--- src/rtl/gpr_wb_ctrl.sv ---
// gpr write-back initiator: request queue, pair splitting and busy scoreboard.
// Optional GPR_WB_BYPASS_EN drives an idle write port from wb_* combinationally.
module gpr_wb_ctrl #(
  parameter int FIFO_DEPTH = 2,
  parameter int PTR_W      = 1
) (
  input  logic        clk,
  input  logic        rst,
  input  logic        wb_valid,
  output logic        wb_ready,
  input  logic [2:0]  wb_rd,
  input  logic        wb_pair,
  input  logic [15:0] wb_data,
  output logic [7:0]  register_write,
  output logic [7:0]  rd_data,
  output logic        rd_r0_mux,
  output logic        rd_r1_mux,
  output logic [15:0] cr_data,
  output logic [7:0]  busy
);

  typedef enum logic {IDLE, PAIR_HI} state_t;

  typedef struct packed {
    logic [2:0]  rd;
    logic        pair;
    logic [15:0] data;
  } ent_t;

  ent_t           q [FIFO_DEPTH];
  ent_t           inc;
  ent_t           src;
  logic [PTR_W:0] wptr;
  logic [PTR_W:0] rptr;
  logic [PTR_W:0] cnt;
  logic [PTR_W-1:0] off;
  state_t         state;
  state_t         state_nx;
  logic [2:0]     hi_rd;
  logic [7:0]     hi_data;
  logic           byp_q;
  logic [7:0]     we_q;
  logic [7:0]     we_d;
  logic [7:0]     rdd_q;
  logic [7:0]     rdd_d;
  logic           m0_q;
  logic           m0_d;
  logic           m1_q;
  logic           m1_d;
  logic [15:0]    cr_q;
  logic [15:0]    cr_d;
  logic [7:0]     qmask;
  logic [7:0]     hi_mask;
  logic [7:0]     byp_mask;
  logic           empty;
  logic           full;
  logic           acc;
  logic           direct;
  logic           enq;
  logic           deq;
  logic           pop;
  logic           pair_hi;
  logic           byp_hit;
  logic           show_comb;

  function automatic logic [7:0] mask_of(
    input logic [2:0] rd,
    input logic       pair
  );
    if (pair)
      return 8'h03 << {rd[2:1], 1'b0};
    else
      return 8'h01 << rd;
  endfunction

  assign cnt   = wptr - rptr;
  assign empty = (wptr == rptr);
  assign full  = (wptr[PTR_W] != rptr[PTR_W]) &&
                 (wptr[PTR_W-1:0] == rptr[PTR_W-1:0]);

  assign wb_ready = rst && !full;
  assign acc      = wb_valid && wb_ready;
  assign inc      = {wb_rd, wb_pair, wb_data};
  assign src      = empty ? inc : q[rptr[PTR_W-1:0]];

  // An empty idle queue hands the incoming request straight to the port.
  assign direct  = (state == IDLE) && empty;
  assign pop     = (state == IDLE) && (!empty || acc);
  assign enq     = acc && !direct;
  assign deq     = pop && !empty;
  assign pair_hi = src.pair && (src.rd[2:1] != 2'b00);

`ifdef GPR_WB_BYPASS_EN
  assign byp_hit   = direct && acc && (we_q == 8'h00);
  assign show_comb = byp_hit || ((state == PAIR_HI) && byp_q);
`else
  assign byp_hit   = 1'b0;
  assign show_comb = 1'b0;
`endif

  always_ff @(posedge clk) begin
    if (!rst) begin
      wptr <= '0;
      rptr <= '0;
    end else begin
      if (enq) begin
        q[wptr[PTR_W-1:0]] <= inc;
        wptr <= wptr + 1'b1;
      end
      if (deq)
        rptr <= rptr + 1'b1;
    end
  end

  always_ff @(posedge clk) begin
    if (!rst) begin
      state   <= IDLE;
      hi_rd   <= '0;
      hi_data <= '0;
      byp_q   <= 1'b0;
    end else begin
      state <= state_nx;
      if (pop && pair_hi) begin
        hi_rd   <= {src.rd[2:1], 1'b1};
        hi_data <= src.data[15:8];
        byp_q   <= byp_hit;
      end
    end
  end

  always_comb begin
    state_nx = state;
    unique case (state)
      IDLE:    if (pop && pair_hi) state_nx = PAIR_HI;
      PAIR_HI: state_nx = IDLE;
      default: state_nx = IDLE;
    endcase
  end

  always_comb begin
    we_d  = 8'h00;
    m0_d  = 1'b0;
    m1_d  = 1'b0;
    rdd_d = rdd_q;
    cr_d  = cr_q;
    unique case (1'b1)
      (state == PAIR_HI): begin
        we_d  = 8'h01 << hi_rd;
        rdd_d = hi_data;
      end
      (pop && !src.pair): begin
        we_d  = 8'h01 << src.rd;
        rdd_d = src.data[7:0];
      end
      (pop && src.pair && !pair_hi): begin
        we_d = 8'h03;
        m0_d = 1'b1;
        m1_d = 1'b1;
        cr_d = src.data;
      end
      (pop && pair_hi): begin
        we_d  = 8'h01 << {src.rd[2:1], 1'b0};
        rdd_d = src.data[7:0];
      end
      default: ;
    endcase
  end

  always_ff @(posedge clk) begin
    if (!rst) begin
      we_q  <= '0;
      rdd_q <= '0;
      m0_q  <= 1'b0;
      m1_q  <= 1'b0;
      cr_q  <= '0;
    end else begin
      we_q  <= show_comb ? 8'h00 : we_d;
      m0_q  <= show_comb ? 1'b0 : m0_d;
      m1_q  <= show_comb ? 1'b0 : m1_d;
      rdd_q <= rdd_d;
      cr_q  <= cr_d;
    end
  end

  assign register_write = show_comb ? we_d : we_q;
  assign rd_data        = show_comb ? rdd_d : rdd_q;
  assign rd_r0_mux      = show_comb ? m0_d : m0_q;
  assign rd_r1_mux      = show_comb ? m1_d : m1_q;
  assign cr_data        = show_comb ? cr_d : cr_q;

  always_comb begin
    qmask = 8'h00;
    off   = '0;
    for (int i = 0; i < FIFO_DEPTH; i++) begin
      off = PTR_W'(i) - rptr[PTR_W-1:0];
      if ({1'b0, off} < cnt)
        qmask = qmask | mask_of(q[i].rd, q[i].pair);
    end
  end

  assign hi_mask  = (state == PAIR_HI) ? (8'h01 << hi_rd) : 8'h00;
  assign byp_mask = byp_hit ? mask_of(wb_rd, wb_pair) : 8'h00;
  assign busy     = qmask | register_write | hi_mask | byp_mask;

endmodule

--- config.mk ---
export PLATFORM = sky130hd
export DESIGN_NAME = gpr_wb_ctrl
export DESIGN_NICKNAME = d
export VERILOG_FILES = /design/src/rtl/gpr_wb_ctrl.sv
export SDC_FILE = /design/constraint.sdc
export NUM_CORES = 1
export LEC_CHECK = 0
export BUFFER_PORTS_ARGS = -buffer_cell sky130_fd_sc_hd__buf_2
export CAP_MARGIN = 5
export CORE_MARGIN = 10
export CORE_UTILIZATION = 60
export DETAILED_ROUTE_END_ITERATION = 10
export PLACE_DENSITY = 0.84
export SYNTH_ARGS = -nofsm -noshare
export SYNTH_HDL_FRONTEND = slang
export SYNTH_SLANG_ARGS = --single-unit
--- constraint.sdc ---
create_clock -name clk -period 5.9 [get_ports clk]
set_input_delay 0.885 -clock clk [delete_from_list [all_inputs] [get_ports clk]]
set_output_delay 0.885 -clock clk [all_outputs]
set_load 0.01 [all_outputs]
==> results of run 1 <==
==> flip-flops by register name, indices dropped and copies added, names as in the netlist, named ones only <==
| signal | flops |
|---|---|
| q | 40 |
| cr_data | 16 |
| hi_data | 8 |
| rd_data | 8 |
| register_write | 8 |
| hi_rd | 3 |
| rptr | 2 |
| wptr | 2 |
| rd_r1_mux | 1 |
| state | 1 |
==> routing by layer <==
layer	vias to the layer above	GRT usage (%)	routed length [um]
met2	172	29.5	4640
met1	1488	23.6	4130
met3	22	5.20	861
met4	0	7.70	222
li1	1508	-	-
met5	-	0	0
==> cells in the mapped netlist, types with 4 or more instances <==
master / n
sky130_fd_sc_hd__nor2b_1: 15
sky130_fd_sc_hd__o221ai_1: 5
sky130_fd_sc_hd__nand3_1: 19
sky130_fd_sc_hd__o211ai_1: 13
sky130_fd_sc_hd__nor2_1: 24
sky130_fd_sc_hd__o41ai_2: 6
sky130_fd_sc_hd__o22ai_1: 4
sky130_fd_sc_hd__nor4_1: 7
sky130_fd_sc_hd__o21ai_0: 9
sky130_fd_sc_hd__clkbuf_1: 11
sky130_fd_sc_hd__a221o_1: 8
sky130_fd_sc_hd__inv_1: 7
sky130_fd_sc_hd__nand2b_1: 7
sky130_fd_sc_hd__o32ai_1: 4
sky130_fd_sc_hd__dfxtp_1: 50
sky130_fd_sc_hd__edfxtp_1: 40
sky130_fd_sc_hd__a21oi_1: 10
sky130_fd_sc_hd__mux2i_1: 23
sky130_fd_sc_hd__nor3_1: 6
sky130_fd_sc_hd__buf_2: 7
sky130_fd_sc_hd__nand2_1: 36
sky130_fd_sc_hd__a211oi_1: 8
==> worst max path at each step <==
stage	start	end	slack, ns	cells past startpoint
2_1_floorplan	wb_valid	q[1][0]$_DFFE_PP_	2.96	2
3_3_place_gp	rst	cr_data[4]$_SDFFE_PN0P_	2.94	5
3_5_place_dp	rst	cr_data[10]$_SDFFE_PN0P_	2.81	5
4_1_cts	wptr[0]$_SDFFE_PN0P_	busy[7]	2.82	7
5_1_grt	wptr[0]$_SDFFE_PN0P_	busy[6]	2.63	7
6_report	wptr[0]$_SDFFE_PN0P_	busy[7]	2.82	7
==> tightest hold or removal path, stage by stage (launching register included) <==
cell and delay, ns:
sky130_fd_sc_hd__dfxtp_1 0.33, sky130_fd_sc_hd__nand2_1 0.06, sky130_fd_sc_hd__a21oi_1 0.05
==> metrics by stage <==
| step | hold WS, ns | cells | total power, mW |
|---|---|---|---|
| 5_1_grt | 0.505 | 508 | 2.04 |
| 3_5_place_dp | 0.462 | 492 | 1.51 |
| 2_1_floorplan | 0.439 | 370 | 1.33 |
| 3_3_place_gp | 0.454 | 492 | 1.49 |
| 6_report | 0.480 | 508 | 1.94 |
| 4_1_cts | 0.475 | 508 | 1.94 |
==> layout make-up <==
cell class	instances	area, sq um
flip-flops and latches	90	2200
fillers	458	1870
clock inverters	6	71.3
inverters	7	26.3
multi-input cells	248	1690
clock buffers	10	138
well taps	77	96.3
repair buffers	70	363
==> logic make-up (layout without fill, tap and decap cells) <==
family | after synthesis | after routing
flops | 90 | 90
fa+ha+maj | 3 | 3
buf+inv | 32 | 93
simple gates | 131 | 131
compound gates | 84 | 84
xor+xnor | 5 | 5
mux | 25 | 25
==> report_power, final <==
part | internal, mW | switching (mW)
Sequential | 0.738 | 0.0755
Combinational | 0.260 | 0.436
Clock | 0.211 | 0.220
Total | 1.21 | 0.732
==> cell usage in the layout, fill, tap and decap left out, types with 6 or more instances in the layout <==
master                      n
sky130_fd_sc_hd__a221o_1    8
sky130_fd_sc_hd__edfxtp_1  40
sky130_fd_sc_hd__buf_2     65
sky130_fd_sc_hd__a21oi_1   10
sky130_fd_sc_hd__inv_1      7
sky130_fd_sc_hd__o41ai_2    6
sky130_fd_sc_hd__nor2b_1   15
sky130_fd_sc_hd__nand3_1   19
sky130_fd_sc_hd__nand2b_1   7
sky130_fd_sc_hd__a211oi_1   8
sky130_fd_sc_hd__nor2_1    24
sky130_fd_sc_hd__o211ai_1  13
sky130_fd_sc_hd__clkbuf_8  10
sky130_fd_sc_hd__nand2_1   36
sky130_fd_sc_hd__mux2i_1   23
sky130_fd_sc_hd__dfxtp_1   50
sky130_fd_sc_hd__nor4_1     7
sky130_fd_sc_hd__o21ai_0    9
==> results, run 1 <==
- The final count of hold timing violations is 0.
- Headroom to the max-slew limit came out at 22.7%.
- The count of routing violations after the opening detailed-route iteration is 249.
- After clock tree synthesis, the clock-pin slew on the worst setup and hold paths is 0.09 ns.
- Once the clock tree was built, the setup fixing pass inserted 0 buffers.
- Summing the areas of all compound-gate instances in the mapped netlist gives 16.6% of the synthesized area.
- The tree built by TritonCTS fans out to 90 sinks.
- The number of antenna diodes in the final layout is 0.
- Setup slack closes at 2.82 ns.
- The nature of the critical path endpoint is an output pin.
- The wire length of the first global-routing pass is 15200 um.
- The number of remaining DRC errors is 0.
- The final cell utilization of the core is 71.1%.
- At the end of routability-driven placement, the weighted congestion stood at 0.883.
- CTS built an H-tree with a depth of 3.
- The endpoint identified for the worst register-to-register timing path is cr_data[10]$_SDFFE_PN0P_.
- For this run, the detailed router's first-pass iteration total came to 5.
- The number of buffer cells added on primary ports is 65.
- The floorplan die area is 10400 sq um.
- After synthesis, the cell types taking the most area are sky130_fd_sc_hd__edfxtp_1 30%, sky130_fd_sc_hd__dfxtp_1 25%, sky130_fd_sc_hd__mux2i_1 5.7%, sky130_fd_sc_hd__nand2_1 3.3%, sky130_fd_sc_hd__o211ai_1 2.4%.
- Data arrives at the worst endpoint at 2.20 ns.
- The detailed placer's ending HPWL is 6990 um.
- The number of vias in the routed layout is 3190.
- The cell count of the worst reg-to-reg path is 5.
- The worst hold path was traced through 2 stages.
- The setup total negative slack is 0 ns.
- The count of nets left with antenna violations once routing finished came out at 0.
- The category of the most critical setup path is reg2out.
- TritonCTS built the clock tree.
- The async set or reset register ratio after synthesis is 0%.
- The adder-cell area share of the yosys netlist is 0.928%.
- The synthesized design devotes to its leading area cell type 29.7% of total area.
- The remaining global-route overflow is 0.
- The cell at the slowest stage of the critical path is sky130_fd_sc_hd__dfxtp_1.
- Summing the areas of all and, or, nand and nor instances in the mapped netlist gives 16.2% of the synthesized area.
- Of the post-synthesis cell area, the part taken by muxes is 6.53%.
- The initial utilization of the core area, before any placement, comes to 62.6%.
- The startpoint identified for the worst hold timing path is cr_data[7]$_SDFFE_PN0P_.
- After detailed routing, the total wire length is 9850 um.
- The clock tree buffer depth is 2.
- After synthesis, the largest family of logic cells by area is compound AO/OA/AOI/OAI gates.
- The synthesized netlist devotes 1.27% of its cell area to XOR and XNOR gates.
- Relative to the synthesized area, the layout overhead comes to 13.5%.
- The worst setup slack for register-to-register paths is 2.97 ns.
- The commonest register cell after synthesis is sky130_fd_sc_hd__dfxtp_1.
- Among cell families on the critical path, the largest total delay comes from simple AND/OR/NAND/NOR gates.
- Sequential elements use 54.5% of the synthesized area.
- The overall die width is 102 um.
- The synthesized design contains 90 register bits.
- Setup repair after global routing left no endpoint under its margin.
- Before CTS, the worst setup slack after placement is 2.81 ns.
- In this run, synthesis inferred 40 flip-flops with an integrated enable.
- The number of global-route vias before repair came to 2982.
- The number of nets in the finished design is 452.
- The fraction of layout instances using a drive strength above 1 is 23.2%.
- The maximum fanout along the worst path is 5.
- The tool flagged a number of max-cap violations equal to 0.
- In this run the vertical extent of the chip is 102 um.
- The cell area reported after detailed placement is 4380 sq um.
- The count of standard-cell rows is 29.
- Summing all non-filler instances in the final layout gives an area of 4590 sq um.
- The transition time of the tightest slew-check pin is 1.16 ns.
- The number of vias per cell is 6.28.
- The largest clock skew in the final design is 0.0168 ns.
- Power spread over the standard cell area amounts to 423 nW/um^2.
- In this run the static leakage power is 1.79 nW.
- The total of warnings raised by yosys is 0.
- Entering global routing, the biggest net connects 49 pins.
- Synthesis produced a netlist with a net count of 396.
- Buffers inserted during clock tree synthesis total 9.
- The worst endpoint required time is 5.02 ns.
- Setup violations remaining at the end of the flow were counted as 0.
- The number of antenna violations at the first check in global routing came to 0.
- The post-synthesis cell count is 370.
- The max-slew violation count is 0.
- The most area-hungry cell type in the Yosys netlist is sky130_fd_sc_hd__edfxtp_1.
- The number of gates resized after CTS is 0.
- 66 I/O pins were placed.
- Of the available clock period, the critical path in the final layout requires 52.2%.
- The min-delay analysis places its worst path in the category reg2reg.
- For the finished layout, the period the worst path requires is 3.08 ns.
- The worst setup path is launched from a register.
- The terminating pin of the worst hold path is cr_data[7]$_SDFFE_PN0P_.
- The number of buffers inserted by hold repair at cts is 0.
- In this run the cell area of the synthesized design comes to 4040 sq um.
- Timing would allow up to 324 MHz.
- The total area inside the core boundary comes to 6460 sq um.
- In the final routed layout, each cell accounts on average for 19.4 um.
- The flow ran to the end, and the final reports show no timing, DRC or antenna violations.
- Together, buffers and inverters on the worst path number 2.
- The overall fraction of global-route tracks in use is 18.6%.
- The distinct cell type count of the synthesized netlist is 54.
- The clock root buffer is sky130_fd_sc_hd__clkbuf_8.
- A synthesized cell averages 10.9 sq um.
- On the worst path, the slowest cell contributes a delay of 0.45 ns.
- IR analysis of the VDD net gives a maximum drop of 0.239 mV.
- Walking the worst path, the cells encountered are inv_1, ha_1, xor2_1, nor2b_1, nand2b_1, o221ai_1, buf_2.
- The insertion delay to the later sink of the worst-skew pair is 0.36 ns.
No activity file was read; power rests on OpenSTA's default activity.
==> run 2: changes to the inputs <==
- CORE_UTILIZATION: 60 -> 51
- PLACE_DENSITY: 0.84 -> 0.76
- clock period: 5.9 -> 2.48 ns (I/O delays scaled with it)
==> run 2 against run 1 <==
  * Setup slack worse by 2.7 ns
  * First-iteration DRC count down 14%
  * Utilization down 9.1 points
  * Critical path depth up 1
  * Via count up 1.5%
  * Register-to-register slack worse by 2.7 ns
  * Design area up 4.3%
  * Final cell count up 8.1%
  * Global-route usage down 1.4 points
  * Total power up 150%
  * Clock power rose to 2.5 times the previous value
  * Count of clock-buffer cells in the layout up 4
  * Largest cell class unchanged
==> results, run 2 (synthesis results as in run 1) <==
- Critical path cell sequence: inv_1, ha_1, xor2_1, nand2b_1, buf_4, nand2_1, o211ai_1, buf_2 (was inv_1, ha_1, xor2_1, nor2b_1, nand2b_1, o221ai_1, buf_2).
- The floorplan core area is 7730 sq um (was 6460 sq um).
- The floorplan die area is 11900 sq um (was 10400 sq um).
- The final worst slack was 0.128 ns (was 2.82 ns).
- The worst endpoint required time is 2.11 ns (was 5.02 ns).
- The maximum level of the CTS H-tree came to 3 (unchanged).
- The period utilization is 94.8%.
- The peak per-stage delay on the critical path was 0.39 ns (was 0.45 ns).
- The met3 usage was 4.25% (was 5.20%).
- The total power after layout is 4.84 mW (was 1.94 mW).
- The number of vias in the routed layout was 3239 (was 3190).
- The count of routing violations after the opening detailed-route iteration is 213 (was 249).
- The worst vdd rail ir drop came to 0.639 mV (was 0.239 mV).
- The initial core utilization was 52.3% (was 62.6%).
- The number of detailed-routing iterations run before antenna repair came to 6 (was 5).
- The net switching power is 1.74 mW (was 0.732 mW).
- The most heavily used metal layer in global routing is met2 (unchanged).
- The largest clock skew in the final design is 0.0119 ns (was 0.0168 ns).
- The chip height is 109 um (was 102 um).
- The wire length of the first global-routing pass is 16200 um (was 15200 um).
- The total routed wirelength is 10300 um (was 9850 um).
- Result of the run: complete, no violations (unchanged).
- The number of nets with antenna violations after routing is 0 (unchanged).
- The number of antenna violations at the first check in global routing is 0 (unchanged).
- The global-route track usage on met1 was 21.2% (was 23.6%).
- The synthesis-to-finish area growth is 18.3% (was 13.5%).
- RSZ-0062 raised after global routing: yes (was no).
- The reported leakage power was 1.90 nW (was 1.79 nW).
- The clock root buffer was sky130_fd_sc_hd__clkbuf_8 (unchanged).
- The number of vias per cell is 5.90 (was 6.28).
- The sum of buffers and inverters on the critical path was 3 (was 2).
- The clock tree buffer depth came to 2 (unchanged).
- The number of max-cap violations was 0 (unchanged).
- The number of buffer cells added on primary ports is 65 (unchanged).
- The maximum fanout along the worst path is 7 (was 5).
- The flip-flop count of the largest register, all copies and words added was 40 (unchanged).
- The power density over the cells was 1010 nW/um^2 (was 423 nW/um^2).
- The remaining global-route overflow is 0 (unchanged).
- The fraction of layout instances using a drive strength above 1 was 26.0% (was 23.2%).
- The most common cell after layout, fill and taps aside was sky130_fd_sc_hd__buf_2 (unchanged).
- The fraction of met2 tracks used by global routing is 27.5% (was 29.5%).
- The filler cell count in the final layout was 658 (was 458).
- The I/O pin count was 66 (unchanged).
- The number of global-route vias before repair was 3229 (was 2982).
- The number of remaining DRC errors is 0 (unchanged).
- The arrival time reported for the critical path endpoint is 1.98 ns (was 2.20 ns).
- The nature of the critical path endpoint is an output pin (unchanged).
- The setup slack at placement is 0.0961 ns (was 2.81 ns).
- The number of nets in the finished design is 468 (was 452).
- The overall fraction of global-route tracks in use is 17.3% (was 18.6%).
- Most frequent cells in the layout: 65 x sky130_fd_sc_hd__buf_2, 49 x sky130_fd_sc_hd__dfxtp_1, 40 x sky130_fd_sc_hd__edfxtp_1 (was 65 x sky130_fd_sc_hd__buf_2, 50 x sky130_fd_sc_hd__dfxtp_1, 40 x sky130_fd_sc_hd__edfxtp_1).
- The kind of path behind the tightest hold check is in2reg (was reg2reg).
- The worst slew margin relative to its limit came to 54.5% (was 22.7%).
- The max-slew violation count was 0 (unchanged).
- The family of cells with the greatest summed delay on the critical path was buffers and inverters (was simple AND/OR/NAND/NOR gates).
- The detailed placer's ending HPWL is 7250 um (was 6990 um).
- The average detailed-routed wire length per instance is 18.7 um (was 19.4 um).
- The switching share of power is 36.1% (was 37.7%).
- The count of clock tree sinks is 90 (unchanged).
- The clock share of power was 22.6% (was 22.2%).
- The kind of launch point of the worst setup path is a register (unchanged).
- Static timing analysis puts the maximum clock frequency at 425 MHz.
- The final estimated routing congestion in global placement came to 0.883 (about the same).
- The number of CTS-inserted buffers is 9 (unchanged).
- The antenna diode instance count is 0 (unchanged).
- After layout, the minimum clock period comes to 2.35 ns.
- The total setup violations reported at the end of the flow is 0 (unchanged).
- The final count of hold timing violations is 0 (unchanged).
- The count of standard-cell rows is 32 (was 29).
- The CTS tree is done (unchanged).
- The cell-internal power was 3.09 mW (was 1.21 mW).
- The register clock-pin slew on the reported worst setup and hold paths is 0.09 ns (about the same).
- The transition time of the tightest slew-check pin is 0.676 ns (was 1.16 ns).
- The cell at the slowest stage of the critical path is sky130_fd_sc_hd__dfxtp_2 (was sky130_fd_sc_hd__dfxtp_1).
- The category of the most critical setup path is reg2out (unchanged).
- The combinational share of power is 38.0% (was 35.8%).
- The largest net degree at the start of global routing was 48 (was 49).
- The overall die width is 109 um (was 102 um).
- The proportion of power drawn by flip-flops and latches came to 39.5% (was 41.9%).
- The insertion delay to the later sink of the worst-skew pair is 0.36 ns (about the same).
run 2: cell count changes in the layout (fill, tap and decap cells not counted), moves of 2 or more:
cell,previous run,this run
sky130_fd_sc_hd__inv_6,2,0
sky130_fd_sc_hd__buf_4,5,20
sky130_fd_sc_hd__clkinvlp_4,2,0
sky130_fd_sc_hd__clkbuf_1,0,4
run 2: per-stage QoR:
step | area [sq um] | TNS, ns | std cells | hold slack [ns] | utilization [%]
2_1_floorplan | 4050 | 0 | 370 | 0.439 | -
3_3_place_gp | 4510 | 0 | 529 | 0.450 | 58.4
3_5_place_dp | 4510 | 0 | 529 | 0.460 | 58.4
4_1_cts | 4730 | 0 | 545 | 0.206 | 61.3
5_1_grt | 4790 | -0.0613 | 549 | 0.215 | 61.9
6_report | 4790 | 0 | 549 | 0.210 | 61.9
run 2: path summary, 6_finish.rpt:
path	startpoint	to	slack [ns]	cells past startpoint
hold reg to reg	cr_data[7]$_SDFFE_PN0P_	cr_data[7]$_SDFFE_PN0P_	0.47	2
hold / removal	wb_data[15]	q[0][15]$_DFFE_PP_	0.21	1
setup reg to reg	wptr[0]$_SDFFE_PN0P_	rd_data[5]$_SDFFE_PN0P_	0.31	7
setup / recovery	wptr[0]$_SDFFE_PN0P_	busy[4]	0.13	8
run 2: worst reg2reg max path, cell delays in order, from the launching register on:
cell and delay (ns):
sky130_fd_sc_hd__dfxtp_2 0.39, sky130_fd_sc_hd__inv_1 0.10, sky130_fd_sc_hd__ha_1 0.36, sky130_fd_sc_hd__and2_4 0.17
sky130_fd_sc_hd__buf_4 0.25, sky130_fd_sc_hd__mux2i_4 0.40, sky130_fd_sc_hd__nor4_1 0.12, sky130_fd_sc_hd__a221o_1 0.28
run 2: power by group through the flow:
stage          sequential (mW)  combinational [mW]  clock (mW)
2_1_floorplan             1.93                1.24           0
3_3_place_gp              1.93                1.70           0
3_5_place_dp              1.93                1.74           0
4_1_cts                   1.90                1.78        1.10
5_1_grt                   1.93                2.01        1.16
6_report                  1.91                1.84        1.09
run 2: metal layers:
| layer | wire, um | vias to the layer above | part of all wire [%] |
|---|---|---|---|
| met5 | 0 | - | 0 |
| met4 | 238 | 0 | 2.3 |
| met3 | 714 | 23 | 7.0 |
| met2 | 4880 | 130 | 48 |
| met1 | 4420 | 1553 | 43 |
| li1 | - | 1533 | - |
run 2: timing repair:
action	4_1_cts	5_1_grt
pin swaps	0	1
buffers inserted	0	4
resized for setup	2	4
hold buffers	0	0
endpoints found under the setup margin	4	11
run 2: layout make-up:
type	count	area (sq um)	share of cell area [%]
multi-input cells	248	1720	35.9
clock inverters	2	60.1	1.25
clock buffers	14	153	3.19
repair buffers	86	495	10.4
inverters	7	26.3	0.549
well taps	102	128	2.67
flip-flops and latches	90	2200	46.0
